<file path="src/rtl/axis_padder.sv">
// ---------------------------------------------------------------------------
// axis_padder
//
// Pads short AXI-Stream packets up to MIN_BEATS beats. Fill beats go after
// the source's last beat. Real data passes through with zero latency and no
// buffering. Fill beats are made locally from PAD_BYTE and the tuser of the
// packet's last accepted beat.
//
// Optional feature (compile-time macro AXIS_PADDER_MAX_LEN_EN):
//   When defined, packets are truncated at MAX_BEATS beats. The output tlast
//   is forced on beat MAX_BEATS. Any further input beats of that packet are
//   accepted and dropped (DROP state). When undefined, MAX_BEATS only sizes
//   the beat counter and packets of any length pass through.
//
// Parameters:
//   AXIS_BYTES      tdata width in bytes (all beats full)
//   AXIS_USER_BITS  tuser width
//   MIN_BEATS       minimum output packet length in beats (>= 1)
//   PAD_BYTE        byte value replicated across tdata in fill beats
//   MAX_BEATS       truncation length, used only with the optional feature
//
// Ports:
//   clk, sresetn            clock; synchronous active-low reset
//   axis_i_*                AXI-Stream slave (upstream source)
//   axis_o_*                AXI-Stream master (downstream, e.g. spacer)
//
// Handshake: a beat transfers on a rising clk edge when tvalid && tready are
// both high on that interface. A master never makes tvalid depend on tready.
// Once this block raises axis_o_tvalid for a fill beat, it holds tvalid and
// the beat contents stable until the beat transfers. In PASS the upstream
// source provides this stability for real beats.
// ---------------------------------------------------------------------------
module axis_padder #(
  parameter int          AXIS_BYTES     = 1,
  parameter int          AXIS_USER_BITS = 1,
  parameter int          MIN_BEATS      = 60,
  parameter logic [7:0]  PAD_BYTE       = 8'h00,
  parameter int          MAX_BEATS      = 1514
) (
  input  logic                        clk,
  input  logic                        sresetn,
  output logic                        axis_i_tready,
  input  logic                        axis_i_tvalid,
  input  logic                        axis_i_tlast,
  input  logic [AXIS_BYTES*8-1:0]     axis_i_tdata,
  input  logic [AXIS_USER_BITS-1:0]   axis_i_tuser,
  input  logic                        axis_o_tready,
  output logic                        axis_o_tvalid,
  output logic                        axis_o_tlast,
  output logic [AXIS_BYTES*8-1:0]     axis_o_tdata,
  output logic [AXIS_USER_BITS-1:0]   axis_o_tuser
);

  // The counter must reach MIN_BEATS-1 for padding. With the optional
  // feature it must also reach MAX_BEATS-1. Size for the larger of the two.
  localparam int CTR_TOP = (MIN_BEATS > MAX_BEATS) ? MIN_BEATS : MAX_BEATS;
  localparam int CTR_W   = $clog2(CTR_TOP + 1);

  localparam logic [CTR_W-1:0] CTR_ZERO = '0;
  localparam logic [CTR_W-1:0] CTR_ONE  = CTR_W'(1);
  localparam logic [CTR_W-1:0] CTR_SAT  = '1;
  localparam logic [CTR_W-1:0] MIN_M1   = CTR_W'(MIN_BEATS - 1);
`ifdef AXIS_PADDER_MAX_LEN_EN
  localparam logic [CTR_W-1:0] MAX_M1   = CTR_W'(MAX_BEATS - 1);
`endif

  localparam logic [AXIS_BYTES*8-1:0] FILL_DATA = {AXIS_BYTES{PAD_BYTE}};

`ifdef AXIS_PADDER_MAX_LEN_EN
  typedef enum logic [1:0] {
    ST_PASS = 2'd0,
    ST_PAD  = 2'd1,
    ST_DROP = 2'd2
  } state_t;
`else
  typedef enum logic {
    ST_PASS = 1'b0,
    ST_PAD  = 1'b1
  } state_t;
`endif

  state_t                      state_q, state_d;
  logic [CTR_W-1:0]            ctr_q, ctr_d;
  logic [AXIS_USER_BITS-1:0]   user_q, user_d;

  logic                        in_xfer;
  logic                        out_xfer;
  logic [CTR_W-1:0]            ctr_inc;

  // Transfers are defined on the ports as driven, so both depend on the
  // combinational outputs below.
  assign in_xfer  = axis_i_tvalid && axis_i_tready;
  assign out_xfer = axis_o_tvalid && axis_o_tready;

  // The saturating increment keeps a very long packet (feature disabled)
  // from wrapping ctr back into the "short packet" range.
  assign ctr_inc = (ctr_q == CTR_SAT) ? ctr_q : (ctr_q + CTR_ONE);

  // -------------------------------------------------------------------------
  // State register
  // -------------------------------------------------------------------------
  always_ff @(posedge clk) begin
    if (!sresetn) begin
      state_q <= ST_PASS;
      ctr_q   <= CTR_ZERO;
      user_q  <= '0;
    end else begin
      state_q <= state_d;
      ctr_q   <= ctr_d;
      user_q  <= user_d;
    end
  end

  // -------------------------------------------------------------------------
  // Next-state and output logic
  // -------------------------------------------------------------------------
  always_comb begin
    state_d       = state_q;
    ctr_d         = ctr_q;
    user_d        = user_q;
    axis_i_tready = axis_o_tready;
    axis_o_tvalid = axis_i_tvalid;
    axis_o_tlast  = 1'b0;
    axis_o_tdata  = axis_i_tdata;
    axis_o_tuser  = axis_i_tuser;

    case (state_q)
      ST_PASS: begin
        // Mask the source's tlast if the packet is still short. The fill
        // beats will carry tlast instead.
        axis_o_tlast = axis_i_tlast && (ctr_q >= MIN_M1);
`ifdef AXIS_PADDER_MAX_LEN_EN
        if (ctr_q == MAX_M1) begin
          axis_o_tlast = 1'b1;
        end
`endif
        if (in_xfer) begin
          user_d = axis_i_tuser;
          if (axis_i_tlast) begin
            if (ctr_q < MIN_M1) begin
              // ctr now holds the beats sent so far, which is also the
              // index of the first fill beat.
              ctr_d   = ctr_inc;
              state_d = ST_PAD;
            end else begin
              ctr_d = CTR_ZERO;
            end
          end else begin
            ctr_d = ctr_inc;
`ifdef AXIS_PADDER_MAX_LEN_EN
            if (ctr_q == MAX_M1) begin
              state_d = ST_DROP;
            end
`endif
          end
        end
      end

      ST_PAD: begin
        axis_i_tready = 1'b0;
        axis_o_tvalid = 1'b1;
        axis_o_tdata  = FILL_DATA;
        axis_o_tuser  = user_q;
        axis_o_tlast  = (ctr_q == MIN_M1);
        if (out_xfer) begin
          if (ctr_q == MIN_M1) begin
            ctr_d   = CTR_ZERO;
            state_d = ST_PASS;
          end else begin
            ctr_d = ctr_inc;
          end
        end
      end

`ifdef AXIS_PADDER_MAX_LEN_EN
      ST_DROP: begin
        // Swallow the rest of an over-long packet. The downstream side has
        // already seen its tlast.
        axis_i_tready = 1'b1;
        axis_o_tvalid = 1'b0;
        if (in_xfer && axis_i_tlast) begin
          ctr_d   = CTR_ZERO;
          state_d = ST_PASS;
        end
      end
`endif

      default: begin
        state_d = ST_PASS;
        ctr_d   = CTR_ZERO;
      end
    endcase
  end

endmodule

</file>
<file path="config.mk">
export PLATFORM = sky130hd
export DESIGN_NAME = axis_padder
export DESIGN_NICKNAME = d
export VERILOG_FILES = /design/src/rtl/axis_padder.sv
export SDC_FILE = /design/constraint.sdc
export NUM_CORES = 1
export LEC_CHECK = 0
export BUFFER_PORTS_ARGS = -buffer_cell sky130_fd_sc_hd__buf_2
export CAP_MARGIN = 20
export CORE_AREA = 2 2 43 45
export CTS_BUF_LIST = sky130_fd_sc_hd__clkbuf_16
export CTS_CLUSTER_SIZE = 14
export DETAILED_ROUTE_END_ITERATION = 8
export DIE_AREA = 0 0 45 47
export GPL_ROUTABILITY_DRIVEN = 0
export HOLD_SLACK_MARGIN = 0.05
export PLACE_DENSITY = 0.87
export SLEW_MARGIN = 15
export SYNTH_ARGS = -nofsm -noshare
export SYNTH_HDL_FRONTEND = slang
export SYNTH_SLANG_ARGS = --single-unit
</file>
<file path="constraint.sdc">
create_clock -name clk -period 4 [get_ports clk]
set_input_delay 0.8 -clock clk [delete_from_list [all_inputs] [get_ports clk]]
set_output_delay 0.8 -clock clk [all_outputs]
set_load 0.05 [all_outputs]
</file>
---- Yosys cells after proc, flatten, opt, wreduce, memory -nomap -nowiden ----
Index checks and enable logic that the tools add are counted.
W data, S select, Z words.
word-level totals
  bits in registers ....................... 13
  input bits .............................. 14
  output and inout port bits .............. 12
  word-level logic and storage cells ...... 34
cells by class
  $add $sub $neg .......................... 1
  order comparisons ....................... 2
  equality and inequality tests ........... 4
  muxes and demuxes ....................... 18
  bitwise operators ....................... 1
  reduce and logical (&&, ||, !) cells .... 5
operators by type and width
  cell                     count
  $mux W11                 6
  $pmux W11 S2             1
  $add A11 B1 Y11 const B  1
  $eq A11 B11 Y1 const B   1
  $eq A11 B6 Y1 const B    1
  $ge A11 B6 Y1 const B    1
  $lt A11 B6 Y1 const B    1
  $mux W1                  8
  $mux W8                  1
  $pmux W1 S2              2
  $reduce_and A2 Y1        2
  $logic_and A1 B1 Y1      3
  $ne A2 B1 Y1 const B     1
  $ne A2 B2 Y1 const B     1
  $not A1 Y1               1

---- Depth between registers and ports, before layout ----
  word-level depth ........................ 6
  mapped depth ............................ 6
  depth with buffers taken out ............ 5

---- Worst setup path after synthesis ----
No wires, ideal clock.
  path type ............................... reg2out
  from .................................... register ctr_q[8]
  to ...................................... output axis_o_tlast
  arrival ................................. 1.834 ns
  data required time ...................... 3.200 ns
  setup slack ............................. 1.366 ns
  stages on the path, launching flop included .. 5
  path buffers ............................ 0
  cells stage by stage .................... dfxtp_1 -> or4_4 -> nor2_1 -> nand2_1 -> a21oi_1
between the ends
  cells in the longest elaborated chain, start to end .. 3
  elaborated cells between the ends (all ways) .. 4
  those cells by class .................... order compare (1); eq/ne (1); mux (1); reduce/logical (1)
ends and longest elaborated chain
  element                 line  source
  from (decl)             83    logic [CTR_W-1:0] ctr_q, ctr_d;
  from (signal assigned)  109   ctr_q <= ctr_d;
  $ge A11 B6 Y1           131   axis_o_tlast = axis_i_tlast && (ctr_q >= MIN_M1);
  $logic_and A1 B1 Y1     131
  $pmux W1 S2 (*)         127   case (state_q)
  to (decl)               49    output logic axis_o_tlast,
Every way passes the cells marked *; elsewhere a longest branch is shown, timed or not.

---- Final worst setup path ----
Same ends and word-level chain as after synthesis.

==> summary.md <==
| Metric | Value |
|---|---|
| Final setup fails | 0 |
| Reg-to-Reg Start | ctr_q[8] |
| Ys flop type | dfxtp_1 |
| MaxCap Viol Count | 0 |
| Post-Syn Area per Cell | 8.11 um^2 |
| Synth top area cells | dfxtp_1 31%, nor2b_1 6.8%, nand2_1 4.5% |
| Startpoint type of the worst setup path | flip-flop |
| CTS Buf Count | 3 |
| R2R setup slack | approximately 2.0 ns |
| Final ANT Viol Nets | 0 |
| Pwr/cell area | 376 nW/um^2 |
| Io pins | 26 |
| Status | completed |
| Clock Skews | between 0.0007 and 0.0008 ns |
| Internal | 0.283 mW |
| Psw | around 0.10 mW |
| Design Area, Final | 1030 um^2 |
| Clk sinks | 13 |
| Hold path cells | 2 |
| DRC Markers | 0 |
| GRT overflow | 0 |
| Vias in the first global route | 720 |
| Post-synth EDFFs | 0 |
| Pre-Repair DR Iteration Count | 4 |
| Maximum vdd drop | 198 uV |
| Cell with the most instances after synthesis | dfxtp_1 |
| CP required | roughly 3.2 ns |
| Worst hold path class | flip-flop to flip-flop |
| Area grow syn2layout | 24.5% |
| Min Tclk post-route | 2.74 ns |
| End of the critical path | axis_o_tlast |
| Total track usage | 18.8% |
| Worst slew margin | about 63% |
| Ratio of cells with drive above 1 in the final layout | between 20% and 30% |
| # port buffers | 25 |
| Crit path kind | flip-flop to output port |
| Antenna cells | 0 |
| Worst slack, placed | 1.53 ns |
| Initial antenna violation count | 0 |
| Worst Path Arrival | between 1.5 and 2 ns |
| Total number of vias | 888 |
| Row cnt | 15 |
| Largest net degree at the start of global routing | 18 |
| Root Buffer | clkbuf_16 |
| Die X | 45 um |
| Share of synthesized registers carrying an async set or reset | 0% |
| Vias/cell | between 6 and 7 |
| Post-Syn Area | just over 800 um^2 |
| Switching power share of the total | 26.9% |
| Yosys warns | 0 |
| Max clock buf depth | 2 |
| Fin nets | 143 |
| DIE AREA | 2120 um^2 |
| DR iter-0 viols | 15 |
| R2R depth | 4 |
| Final period util | between 60% and 70% |
| Initial Util | 50.1% |
| Core footprint | between 1500 and 2000 um^2 |
| Skew-Pair Late Insertion Delay | about 0.24 ns |
| Hold_ws | 0.467 ns |
| Number of synthesized register bits | 13 |
| Syn nets | 117 |
| Hold_buf cts | 0 |
| Post-CTS Resized | 0 |
| CTS clock-pin slew for the worst setup and hold paths | around 0.04 ns |
| H-Tree Depth | 1 |
| Logic pwr share | 16.5% |
| Mapped Cells | 102 |
| DIE HEIGHT | 47 um |
| Setup TNS | 0 ns |
| Clock Power Share | between 40 and 50% |
| Seq/Total Area, Yosys | a little under a third |
| Critical-path maximum fanout | 7 |
| Worst setup EP type | output port |
| Slew Viols, Final | 0 |
| Peak Freq | ~370 MHz |
| Cell taking the most area after synthesis | dfxtp_1 |
| Final Hold Fails | 0 |
| # fillers | 145 |
| TritonCTS clock tree | done |
| Routed len/inst | 13.6 um |
| Sequential Power Share | 35.6% |
| Share of the synthesized area in the top cell type | between 30% and 40% |
| Post-CTS Setup Inserts | 0 |
| PnR worst setup slack | 1.26 ns |
| First-pass GRT wire length | 2840 um |
| Netlist cell types | 40 |
| Setup crit start | ctr_q[8] |
| Leakage | 0.422 nW |
| DP Area | between 900 and 1000 um^2 |
| Worst slew pin tran | 0.555 ns |
| Unrepaired setup endpoints after global routing | false |
| Routed Wire Length | 1960 um |
| Commonest cells in the netlist | 13 x dfxtp_1, 10 x nand2_1, 9 x nor2_1, 9 x nor2b_1, 7 x a21oi_1 |
| Hold path start | user_q |
-- layer usage --
metal,vias to the layer above,GRT usage (%),share of wire [%]
li1,428,-,-
met1,388,18.8,38
met2,65,31.7,46
met3,7,4.23,13
met4,0,18.8,3.0
met5,-,0,0
-- worst min path at each step --
| stage | end | slack, ns |
|---|---|---|
| finish | user_q | 0.47 |
| floorplan | user_q | 0.44 |
| CTS | user_q | 0.46 |
| global placement | user_q | 0.45 |
| detailed placement | user_q | 0.46 |
| global route | user_q | 0.49 |
-- logic make-up after synthesis --
logic type	synth area share [%]
and+or+nand+nor	34.8
AOI/OAI and AO/OA	23.9
adders and majority gates	1.51
xor gates and xnor gates	2.12
muxes	2.57
buffers and inverters	3.63
DFF	31.5
-- area by class of cell --
cell class | count | area, um^2 | area share, %
Clock buffer | 3 | 75.1 | 7.29
Clock inverter | 1 | 3.75 | 0.365
Inverter | 2 | 7.51 | 0.729
Multi-Input combinational cell | 83 | 537 | 52.1
Sequential cell | 13 | 260 | 25.3
Tap cell | 17 | 21.3 | 2.07
Timing Repair Buffer | 25 | 125 | 12.2
-- through the flow --
step / power [mW] / instances / utilization, %
3_5_place_dp: 0.203 / 140 / 57.6
2_1_floorplan: 0.187 / 102 / -
6_report: 0.388 / 144 / 62.3
5_1_grt: 0.398 / 144 / 62.3
3_3_place_gp: 0.203 / 140 / 57.6
4_1_cts: 0.391 / 144 / 62.3
-- flip-flops by register name (all words and copies together) (netlist names), named ones only --
signal,count
state_q,1
ctr_q,10
user_q,1
-- power groups by stage --
stage          Clock, mW  Combinational, mW  Sequential, mW
2_1_floorplan          0             0.0496           0.138
3_3_place_gp           0             0.0631           0.140
3_5_place_dp           0             0.0636           0.140
4_1_cts            0.189             0.0641           0.138
5_1_grt            0.192             0.0677           0.138
6_report           0.186             0.0638           0.138
-- critical path, cell delays in order, from the launching register on --
cell and delay (ns):
dfxtp_1 0.35, or4_4 0.56, a311o_1 0.38, o22ai_1 0.12
a21oi_1 0.05, buf_2 0.23
-- layout by cell type (no fill, tap or decap), types with 3 or more instances in the layout --
| cell | instances |
|---|---|
| dfxtp_1 | 13 |
| and3_1 | 5 |
| buf_2 | 25 |
| nand3_1 | 4 |
| nor2b_1 | 9 |
| a21oi_1 | 7 |
| nor2_1 | 9 |
| clkbuf_16 | 3 |
| nand2_1 | 10 |
| nand4_1 | 3 |
| inv_1 | 3 |
Power figures use the tool's default switching activity.
